--- src/rtl/irrigation_timer_countdown_if.sv ---
// irrigation_timer_countdown_if: command and status bundle between the timer and its controller
interface irrigation_timer_countdown_if #(parameter int REM_W = 5);
  logic [2:0] timer_code;
  logic start;
  logic stop;
  logic busy;
  logic [REM_W-1:0] remaining;
  logic done;
  logic code_err;
  modport master (output timer_code, start, stop, input busy, remaining, done, code_err);
  modport slave (input timer_code, start, stop, output busy, remaining, done, code_err);
endinterface

--- src/rtl/irrigation_timer_countdown.sv ---
// irrigation_timer_countdown: decodes a duration code and counts it down in CLKS_PER_UNIT-clock units
module irrigation_timer_countdown #(
  parameter int CLKS_PER_UNIT = 50_000_000,
  parameter int REM_W = 5
) (
  input logic clk,
  input logic rst_n,
  irrigation_timer_countdown_if.slave bus
);
  localparam int PW = $clog2(CLKS_PER_UNIT);
  typedef enum logic [1:0] {IDLE, RUN, DONE} state_t;
  state_t state, state_n;
  logic [PW-1:0] pre, pre_n;
  logic [REM_W-1:0] rem, rem_n, dur;
  logic err, err_n, valid, wrap;
  always_comb begin
    valid = bus.timer_code <= 3'd4;
    dur = bus.timer_code == 3'd0 ? REM_W'(5) :
          bus.timer_code == 3'd1 ? REM_W'(10) :
          bus.timer_code == 3'd2 ? REM_W'(15) :
          bus.timer_code == 3'd3 ? REM_W'(22) : REM_W'(30);
    wrap = pre == PW'(CLKS_PER_UNIT - 1);
  end
  // stop beats start beats counting; a valid start restarts from any state
  always_comb begin
    state_n = state;
    pre_n = pre;
    rem_n = rem;
    err_n = 1'b0;
    if (bus.stop) begin
      state_n = IDLE;
      pre_n = '0;
      rem_n = '0;
    end else if (bus.start && valid) begin
      state_n = RUN;
      pre_n = '0;
      rem_n = dur;
    end else begin
      err_n = bus.start;
      if (state == RUN) begin
        pre_n = wrap ? '0 : pre + 1'b1;
        rem_n = wrap ? rem - 1'b1 : rem;
        state_n = (wrap && rem == REM_W'(1)) ? DONE : RUN;
      end else if (state == DONE) begin
        state_n = IDLE;
      end
    end
  end
  always_ff @(posedge clk or negedge rst_n) begin
    if (!rst_n) begin
      state <= IDLE;
      pre <= '0;
      rem <= '0;
      err <= 1'b0;
    end else begin
      state <= state_n;
      pre <= pre_n;
      rem <= rem_n;
      err <= err_n;
    end
  end
  assign bus.busy = state == RUN;
  assign bus.done = state == DONE;
  assign bus.remaining = rem;
  assign bus.code_err = err;
endmodule

--- src/flat_wrapper.sv ---
// flat-port wrapper written by rule: the top's interface ports become plain ports
module irrigation_timer_countdown_flat 
#(
  parameter int CLKS_PER_UNIT = 50_000_000,
  parameter int REM_W = 5
)
  (clk, rst_n, bus_timer_code, bus_start, bus_stop, bus_busy, bus_remaining, bus_done, bus_code_err);
  irrigation_timer_countdown_if #(.REM_W(REM_W)) bus_i ();
  input logic clk;
  input logic rst_n;
  input wire logic [$bits(bus_i.timer_code)-1:0] bus_timer_code;
  input wire logic [$bits(bus_i.start)-1:0] bus_start;
  input wire logic [$bits(bus_i.stop)-1:0] bus_stop;
  output wire logic [$bits(bus_i.busy)-1:0] bus_busy;
  output wire logic [$bits(bus_i.remaining)-1:0] bus_remaining;
  output wire logic [$bits(bus_i.done)-1:0] bus_done;
  output wire logic [$bits(bus_i.code_err)-1:0] bus_code_err;
  assign bus_i.timer_code = bus_timer_code;
  assign bus_i.start = bus_start;
  assign bus_i.stop = bus_stop;
  assign bus_busy = bus_i.busy;
  assign bus_remaining = bus_i.remaining;
  assign bus_done = bus_i.done;
  assign bus_code_err = bus_i.code_err;
  irrigation_timer_countdown #(.CLKS_PER_UNIT(CLKS_PER_UNIT), .REM_W(REM_W)) u_core (.clk(clk), .rst_n(rst_n), .bus(bus_i));
endmodule
--- config.mk ---
export PLATFORM = sky130hd
export DESIGN_NAME = irrigation_timer_countdown_flat
export DESIGN_NICKNAME = d
export VERILOG_FILES = /design/src/rtl/irrigation_timer_countdown_if.sv /design/src/rtl/irrigation_timer_countdown.sv /design/src/flat_wrapper.sv
export SDC_FILE = /design/constraint.sdc
export NUM_CORES = 1
export LEC_CHECK = 0
export ABC_CLOCK_PERIOD_IN_PS = 3200
export CAP_MARGIN = 20
export CELL_PAD_IN_SITES_DETAIL_PLACEMENT = 0
export CELL_PAD_IN_SITES_GLOBAL_PLACEMENT = 2
export CORE_ASPECT_RATIO = 1.5
export CORE_MARGIN = 4
export CORE_UTILIZATION = 39
export DETAILED_ROUTE_END_ITERATION = 10
export GPL_TIMING_DRIVEN = 0
export PLACE_DENSITY_LB_ADDON = 0.15
export SETUP_SLACK_MARGIN = 0.02
export SYNTH_ARGS = -nofsm -noshare
export SYNTH_HDL_FRONTEND = slang
export SYNTH_SLANG_ARGS = --single-unit
--- constraint.sdc ---
create_clock -name clk -period 3.2 [get_ports clk]
set_input_delay 0.32 -clock clk [delete_from_list [all_inputs] [get_ports clk]]
set_output_delay 0.32 -clock clk [all_outputs]
set_load 0.005 [all_outputs]
==> flow_metrics.env, run 1 <==
export IMPL_status="complete, no violations"
export IMPL_hold_viol_final=0
export IMPL_critPathKind="in2reg"
export IMPL_r2r_start="u_core.state[1]"
export IMPL_final_antenna_net_count=0
export IMPL_crit_arrival_ns=2.61
export IMPL_hold_path_class="in2async"
export IMPL_synth_xor_area_frac=0.0802
export IMPL_reg2reg_depth=7
export IMPL_rows=32
export IMPL_path_clk_slew_ns=0.06
export IMPL_first_pass_iters=4
export IMPL_seqPwrFrac=0.510
export IMPL_cts_resized=0
export IMPL_clock_sinks=34
export IMPL_fmax_ghz=0.406
export IMPL_final_util=0.455
export IMPL_drt_iter0_markers=60
export IMPL_slew_headroom=0.466
export IMPL_synth_edf_count=0
export IMPL_layout_common_cells="34 x dfrtp_1, 25 x nor2_1, 16 x nand2_1"
export IMPL_worstPathRequired_ns=3.34
export IMPL_grt_pass1_wl_um=8020
export IMPL_io_buffers=12
export IMPL_r2r_slack_ns=1.04
export IMPL_grtUsageMet1=0.207
export IMPL_postSynthNetCount=237
export IMPL_core_area_um2=5160
export IMPL_wirelength_um=4780
export IMPL_p_int_w=0.000664
export IMPL_gr_usage_met2=0.256
export IMPL_synth_seq_cells=34
export IMPL_die_h_um=97.3
export IMPL_grt_pass1_vias=1561
export IMPL_gp_congestion=0.766
export IMPL_period_minus_slack_ns=2.46
export IMPL_synth_compound_area_share=0.110
export IMPL_vias=1726
export IMPL_cts_hold_buf=0
export IMPL_layout_commonest_cell="dfrtp_1"
export IMPL_drc=0
export IMPL_htreeDepth=2
export IMPL_worst_pin_slew_ns=0.793
export IMPL_cpMostUsedCell="nand2_1"
export IMPL_period_share=0.769
export IMPL_grt_busiest_layer="met2"
export IMPL_drv_cap=0
export IMPL_multi_input_area_um2=1130
export IMPL_syn_inst=225
export IMPL_slew_viol_final=0
export IMPL_synth_top_family_by_area="simple AND/OR/NAND/NOR gates"
export IMPL_post_drt_wl_per_cell_um=15.3
export IMPL_synth_ff_type="dfrtp_1"
export IMPL_insertion_delay_ns=0.28
export IMPL_synthAdderAreaFrac=0.0302
export IMPL_synthSimpleGateAreaFrac=0.305
export IMPL_regArea_um2=851
export IMPL_fp_dieW_um=67.6
export IMPL_synthMuxAreaShare=0.0211
export IMPL_switching_share=0.266
export IMPL_ys_types=50
export IMPL_ir_drop_mv=0.215
export IMPL_pin_count=15
export IMPL_grt_usage=0.157
export IMPL_end_kind="flip-flop"
export IMPL_viasPerCell=5.53
export IMPL_fillers=503
export IMPL_use_met3=0.0278
export IMPL_cts_tree="yes"
export IMPL_synth_seq_area_share=0.410
export IMPL_start_util=0.402
export IMPL_slowest_stage="clkdlybuf4s50_1"
export IMPL_combinationalPowerShare=0.160
export IMPL_synthArstFlopShare=1.00
export IMPL_crit_chain="clkdlybuf4s50_1 > o21ai_0 > nand2_1 > nand2_1 > clkbuf_1 > nor2_1"
export IMPL_cts_setup_buffers=0
export IMPL_antenna_cells=0
export IMPL_power_density_nw_per_um2=384
export IMPL_p_clk_frac=0.330
export IMPL_slowest_delay_ns=0.51
export IMPL_clock_path_buffers=2
export IMPL_regToRegEndpoint="u_core.bus.remaining[1]"
export IMPL_setup_violations=0
export IMPL_crit_path_start_kind="primary input"
export IMPL_grt_max_degree=35
export IMPL_area_growth_pct=13.3
export IMPL_fin_nets=256
export IMPL_skew_ns=0.00552
export IMPL_switchingPower_w=0.000240
export IMPL_power_leakage_nw=0.887
export IMPL_rsz0062_at_grt="false"
export IMPL_place_hpwl_um=3470
export IMPL_grt_remaining_overflow=0
export IMPL_root_buffer="clkbuf_8"
export IMPL_synth_area_per_cell_um2=9.22
export IMPL_drive_above_1_share=0.0902
export IMPL_finalSetupTns_ns=0
export IMPL_antenna_found_initial=0
export IMPL_cts_made_buffers=5
export IMPL_die_area_um2=6570
export IMPL_path_max_fanout=10
export IMPL_syn_area_um2=2070
export IMPL_yosys_warnings=0
## sequential cells by signal, summed over array words and instances, names as in the netlist
register / flops
u_core.bus.remaining: 5
u_core.pre: 26
u_core.bus.code_err: 1
u_core.state: 2
## per-stage QoR
stage	instances	hold WS (ns)	power [W]	area, um^2	setup slack, ns
floorplan	225	0.0244	0.000550	2070	1.34
global placement	305	0.521	0.000619	2280	0.344
detailed placement	305	0.454	0.000616	2270	0.375
CTS	312	0.152	0.000919	2350	0.677
global route	312	0.179	0.000948	2350	0.538
finish	312	0.115	0.000903	2350	0.738
## cell usage after synthesis, types with 2 or more instances
cell | count | area, um^2
dfrtp_1 | 34 | 851
nor2_1 | 25 | 93.8
nand2_1 | 16 | 60.1
xnor2_1 | 15 | 131
nand3_1 | 13 | 65.1
inv_1 | 10 | 37.5
a21oi_1 | 9 | 45.0
nand4_1 | 9 | 56.3
nand2b_1 | 8 | 50.1
nor3_1 | 7 | 35.0
nor4_1 | 7 | 43.8
o21ai_0 | 6 | 30.0
clkbuf_1 | 5 | 18.8
ha_1 | 5 | 62.6
and4_1 | 4 | 35.0
xor2_1 | 4 | 35.0
a31oi_1 | 3 | 18.8
mux2_2 | 3 | 33.8
a221o_1 | 2 | 20.0
a311oi_1 | 2 | 17.5
and3_1 | 2 | 12.5
buf_6 | 2 | 22.5
nand3b_1 | 2 | 15.0
nand4b_1 | 2 | 17.5
nor2b_1 | 2 | 12.5
nor3b_1 | 2 | 15.0
o21a_1 | 2 | 15.0
or3_1 | 2 | 12.5
## worst max-delay path: cells and delay by family
| family | cells | cell delay [ns] |
|---|---|---|
| AO/OA/AOI/OAI | 1 | 0.45 |
| buffers and inverters | 2 | 1.02 |
| AND/OR/NAND/NOR | 3 | 0.81 |
## how the worst max path moves through the flow
| stage | from | endpoint | slack [ns] | cells after the start |
|---|---|---|---|---|
| after floorplan | u_core.pre[7] | u_core.bus.remaining[3] | 1.34 | 6 |
| after global placement | bus_timer_code[0] | u_core.pre[16] | 0.34 | 6 |
| after detailed placement | bus_timer_code[0] | u_core.pre[6] | 0.38 | 6 |
| after CTS | bus_timer_code[0] | u_core.pre[18] | 0.68 | 6 |
| after global routing | bus_timer_code[0] | u_core.pre[18] | 0.54 | 6 |
| final | bus_timer_code[0] | u_core.pre[16] | 0.74 | 6 |
## logic make-up (layout without fill, tap and decap cells)
logic type	count (synthesis)	after routing
compound gates	33	33
simple gates	111	111
flops	34	34
xor+xnor	19	19
fa+ha+maj	5	5
mux	4	4
buf+inv	19	38
## layer usage
layer	share of wire	wire, um
met5	0	0
met2	0.51	2450
met1	0.44	2120
met4	0.014	67
met3	0.030	142
## power groups by stage
stage                     Combinational [W]  Sequential, W  Clock [W]
after floorplan                   0.0000834       0.000466          0
after CTS                          0.000148       0.000460   0.000310
after global routing               0.000162       0.000463   0.000323
after global placement             0.000150       0.000469          0
after detailed placement           0.000148       0.000469          0
final                              0.000144       0.000460   0.000299
## cell type report
| class | instances | area share |
|---|---|---|
| Sequential cell | 34 | 0.362 |
| Buffer | 9 | 0.0224 |
| Tap cell | 68 | 0.0362 |
| Clock buffer | 7 | 0.0325 |
| Multi-Input combinational cell | 172 | 0.482 |
| Timing Repair Buffer | 12 | 0.0490 |
| Inverter | 10 | 0.0160 |
No activity file was read; power rests on OpenSTA's default activity.
==> inputs of run 2 (changes only) <==
ABC_CLOCK_PERIOD_IN_PS = 2250   (was 3200)
CORE_UTILIZATION = 33   (was 39)
clock period = 2.25 ns   (was 3.2 ns; I/O delays follow)
==> flow_metrics.env, run 2 (synthesized netlist as in run 1, its figures left out) <==
export IMPL_highest_layer="met4"
export IMPL_core_area_um2=6130
export IMPL_crit_arrival_ns=2.19
export IMPL_ir_drop_mv=0.246
export IMPL_wl_met3_um=184
export IMPL_power_leakage_nw=0.923
export IMPL_worst_pin_slew_ns=0.800
export IMPL_gp_congestion=0.772
export IMPL_die_h_um=105
export IMPL_rows=35
export IMPL_hold_viol_final=0
export IMPL_fp_dieW_um=72.7
export IMPL_insertion_delay_ns=0.28
export IMPL_clock_sinks=34
export IMPL_place_hpwl_um=3870
export IMPL_fin_nets=257
export IMPL_area_growth_pct=15.9
export IMPL_cts_hold_buf=0
export IMPL_layout_common_cells="34 x dfrtp_1, 25 x nor2_1, 15 x nand2_1, 15 x xnor2_1, 13 x nand3_1"
export IMPL_placed_cell_area_um2=2280
export IMPL_antenna_cells=0
export IMPL_vias=1725
export IMPL_period_minus_slack_ns=2.02
export IMPL_crit_path_start_kind="flip-flop"
export IMPL_wirelength_um=5430
export IMPL_status="complete, no violations"
export IMPL_die_area_um2=7640
export IMPL_grt_remaining_overflow=0
export IMPL_path_max_fanout=6
export IMPL_grt_pass1_vias=1764
export IMPL_rsz0062_at_grt="false"
export IMPL_fmax_ghz=0.496
export IMPL_io_buffers=12
export IMPL_period_share=0.897
export IMPL_skew_ns=0.00316
export IMPL_power_density_nw_per_um2=550
export IMPL_hold_path_class="in2async"
export IMPL_drv_cap=0
export IMPL_pin_count=15
export IMPL_start_util=0.338
export IMPL_slew_headroom=0.467
export IMPL_slew_viol_final=0
export IMPL_grt_pass1_wl_um=8880
export IMPL_end_kind="flip-flop"
export IMPL_cts_made_buffers=5
export IMPL_grt_max_degree=35
export IMPL_fillers=647
export IMPL_grt_usage=0.152
export IMPL_antenna_found_initial=0
export IMPL_setup_violations=0
export IMPL_worstPathRequired_ns=2.42
export IMPL_cts_tree="yes"
export IMPL_root_buffer="clkbuf_8"
export IMPL_final_util=0.392
export IMPL_clock_path_buffers=2
export IMPL_final_antenna_net_count=0
export IMPL_layout_commonest_cell="dfrtp_1"
export IMPL_critPathKind="reg2reg"
export IMPL_viasPerCell=5.42
export IMPL_drc=0
export IMPL_top_register="u_core.pre"
export IMPL_drt_iter0_markers=46
export IMPL_stdcell_area_um2=2400
export IMPL_drive_above_1_share=0.119
export IMPL_post_drt_wl_per_cell_um=17.1
export IMPL_wl_met2_um=2740
export IMPL_wl_met1_um=2330
export IMPL_htreeDepth=2
export IMPL_first_pass_iters=4
export IMPL_path_clk_slew_ns=0.07
export IMPL_largest_reg_flops=26
run 2: cell types whose count changed in the layout (fill, tap and decap cells not counted), sizes merged:
cell    change
buf         +1
clkbuf      -1
run 2: timing repair:
item / 4_1_cts / 5_1_grt
endpoints found under the setup margin: 13 / 17
buffers inserted: 1 / 0
gates resized for setup: 2 / 8
pin swaps: 1 / 0
run 2: cell type report:
cell class,count,area [um^2],share of cell area
clock buffer,6,82.6,0.0343
multi-input combinational,172,1160,0.482
tap,74,92.6,0.0385
timing repair buffer,13,123,0.0510
buffer,9,58.8,0.0245
inverter,10,37.5,0.0156
sequential,34,851,0.354
run 2: report_power, final:
part / internal (W) / switching, W / leakage, nW
Clock: 0.000236 / 0.000212 / 0.0431
Combinational: 0.000103 / 0.000116 / 0.412
Sequential: 0.000631 / 0.0000238 / 0.468
Total: 0.000970 / 0.000352 / 0.923
run 2: worst paths after layout:
check                           startpoint                 endpoint  slack, ns  depth (start not counted)
max in group asynchronous            rst_n           u_core.pre[11]       1.71                          1
max                        u_core.state[1]  u_core.bus.remaining[4]       0.23                          6
min                                  rst_n  u_core.bus.remaining[1]       0.02                          1
min in group clk                 bus_start      u_core.bus.code_err       0.37                          2
max reg2reg                u_core.state[1]  u_core.bus.remaining[4]       0.23                          6
min reg2reg                  u_core.pre[5]            u_core.pre[5]       0.53                          1
run 2: per-layer routing:
metal	vias up	global-route usage
met4	0	0.0673
met1	831	0.182
li1	849	-
met5	-	0
met2	33	0.259
met3	12	0.0241
run 2: critical path: stages, from the launching register on:
cell and delay (ns):
dfrtp_1 0.39, inv_1 0.06, ha_1 0.33, nand4_1 0.23, or3_4 0.41, nand3_2 0.14, mux2_2 0.35
run 2: stage by stage:
step / std cells / setup WS [ns] / hold slack [ns] / TNS [ns] / total power (W)
4_1_cts: 318 / 0.0243 / 0.0571 / 0 / 0.00134
3_5_place_dp: 311 / -0.546 / 0.366 / -5.55 / 0.000888
2_1_floorplan: 225 / 0.386 / -0.0706 / 0 / 0.000782
5_1_grt: 318 / 0.0456 / 0.0952 / 0 / 0.00139
6_report: 318 / 0.233 / 0.0219 / 0 / 0.00132
3_3_place_gp: 311 / -0.557 / 0.515 / -5.75 / 0.000891
==> inputs of run 3 (changes only) <==
PLACE_DENSITY = 0.86   (was not set)
PLACE_DENSITY_LB_ADDON = not set   (was 0.15)
RECOVER_POWER = 50   (was not set)
TNS_END_PERCENT = 50   (was not set)
==> flow_metrics.env, run 3 (synthesized netlist as in run 1, its figures left out) <==
export IMPL_r2r_start="u_core.state[1]"
export IMPL_final_util=0.390
export IMPL_critPathKind="reg2reg"
export IMPL_grt_remaining_overflow=0
export IMPL_root_buffer="clkbuf_8"
export IMPL_post_drt_wl_per_cell_um=15.5
export IMPL_grt_max_degree=35
export IMPL_slowest_stage="or3_2"
export IMPL_p_clk_frac=0.352
export IMPL_viasPerCell=5.26
export IMPL_area_growth_pct=15.3
export IMPL_fp_dieW_um=72.7
export IMPL_antenna_found_initial=0
export IMPL_rows=35
export IMPL_vias=1679
export IMPL_grt_usage=0.138
export IMPL_r2r_slack_ns=0.16
export IMPL_p_int_w=0.000975
export IMPL_combinationalPowerShare=0.156
export IMPL_worstSetupPathDepth=7
export IMPL_seqPwrFrac=0.492
export IMPL_io_buffers=12
export IMPL_top_register="u_core.pre"
export IMPL_period_share=0.928
export IMPL_path_max_fanout=10
export IMPL_antenna_cells=0
export IMPL_gp_congestion=0.805
export IMPL_finalSetupTns_ns=0
export IMPL_skew_ns=0.00245
export IMPL_cts_made_buffers=5
export IMPL_start_util=0.338
export IMPL_cts_hold_buf=0
export IMPL_fin_nets=256
export IMPL_cts_tree="yes"
export IMPL_hp_start="bus_start"
export IMPL_cp_num_buf_inv=2
export IMPL_largest_reg_flops=26
export IMPL_slew_headroom=-0.271
export IMPL_crit_chain="inv_1 > ha_2 > nand4_1 > or3_2 > nand3_2 > buf_4 > mux2i_1"
export IMPL_status="finished with violations"
export IMPL_htreeDepth=2
export IMPL_crit_path_start_kind="flip-flop"
export IMPL_insertion_delay_ns=0.28
export IMPL_period_minus_slack_ns=2.09
export IMPL_path_delay_family="simple AND/OR/NAND/NOR gates"
export IMPL_fmax_ghz=0.479
export IMPL_clock_sinks=34
export IMPL_slowest_delay_ns=0.52
export IMPL_drt_iter0_markers=53
export IMPL_grt_pass1_wl_um=8200
export IMPL_power_leakage_nw=0.918
export IMPL_cp_startpoint="u_core.state[1]"
export IMPL_crit_end="u_core.bus.remaining[1]"
export IMPL_place_hpwl_um=3600
export IMPL_drc=0
export IMPL_switching_share=0.266
export IMPL_worst_pin_slew_ns=1.91
export IMPL_drive_above_1_share=0.110
export IMPL_end_kind="flip-flop"
export IMPL_die_h_um=105
export IMPL_slew_viol_final=35
export IMPL_multi_input_area_um2=1150
export IMPL_layout_commonest_cell="dfrtp_1"
export IMPL_path_clk_slew_ns=0.07
export IMPL_core_area_um2=6130
export IMPL_reg2reg_depth=7
export IMPL_power_density_nw_per_um2=556
export IMPL_fin_cells=319
export IMPL_layout_common_cells="33 x dfrtp_1, 25 x nor2_1, 16 x nand2_1"
export IMPL_hold_viol_final=0
export IMPL_regToRegEndpoint="u_core.bus.remaining[1]"
export IMPL_hold_path_class="in2reg"
export IMPL_regArea_um2=852
export IMPL_placed_cells=311
export IMPL_final_antenna_net_count=0
export IMPL_drv_cap=1
export IMPL_whs_ns=0.354
export IMPL_violations="capacitance limit, slew limit"
export IMPL_wirelength_um=4950
export IMPL_die_area_um2=7640
export IMPL_setup_violations=0
export IMPL_cts_setup_buffers=0
export IMPL_rsz0062_at_grt="false"
export IMPL_pin_count=15
export IMPL_clock_path_buffers=2
export IMPL_crit_arrival_ns=2.30
export IMPL_first_pass_iters=4
export IMPL_ir_drop_mv=0.251
export IMPL_worstPathRequired_ns=2.46
export IMPL_switchingPower_w=0.000354
export IMPL_fillers=633
export IMPL_grt_pass1_vias=1693
[run 3: worst min path at each step]
stage	to	slack [ns]	cells after the start
after floorplan	u_core.bus.code_err	-0.07	0
after global placement	u_core.pre[5]	0.51	1
after detailed placement	u_core.pre[24]	0.36	1
after CTS	u_core.bus.remaining[1]	0.05	1
after global routing	u_core.bus.code_err	0.36	2
final	u_core.bus.code_err	0.35	2
[run 3: cell type report]
class / instances / share of cell area
flip-flops and latches: 34 / 0.356
plain buffers: 9 / 0.0225
well taps: 74 / 0.0387
inverters: 10 / 0.0157
clock inverters: 1 / 0.00209
clock buffers: 7 / 0.0361
repair buffers: 12 / 0.0476
multi-input cells: 172 / 0.481
[run 3: metrics by stage]
stage / area (um^2) / power, W / setup slack (ns)
2_1_floorplan: 2070 / 0.000782 / 0.386
3_3_place_gp: 2290 / 0.000881 / -0.518
3_5_place_dp: 2280 / 0.000882 / -0.575
4_1_cts: 2370 / 0.00136 / 0.00254
5_1_grt: 2390 / 0.00140 / 0.0259
6_report: 2390 / 0.00133 / 0.161
[run 3: routing by layer]
layer  vias up  global-route usage  part of all wire
li1        850                   -                 -
met1       798               0.158              0.42
met2        23               0.244              0.53
met3         8              0.0221             0.025
met4         0              0.0594             0.023
met5         -                   0                 0
[run 3: power groups by stage]
stage	clock network [W]	registers [W]	logic, W
after global routing	0.000510	0.000658	0.000232
after global placement	0	0.000666	0.000215
after CTS	0.000486	0.000654	0.000217
final	0.000467	0.000654	0.000208
after floorplan	0	0.000663	0.000119
after detailed placement	0	0.000666	0.000216
[run 3: repair_timing]
item,CTS,global route
gates cloned,0,0
pin swaps,0,1
setup endpoints to repair,11,7
resized for setup,2,4
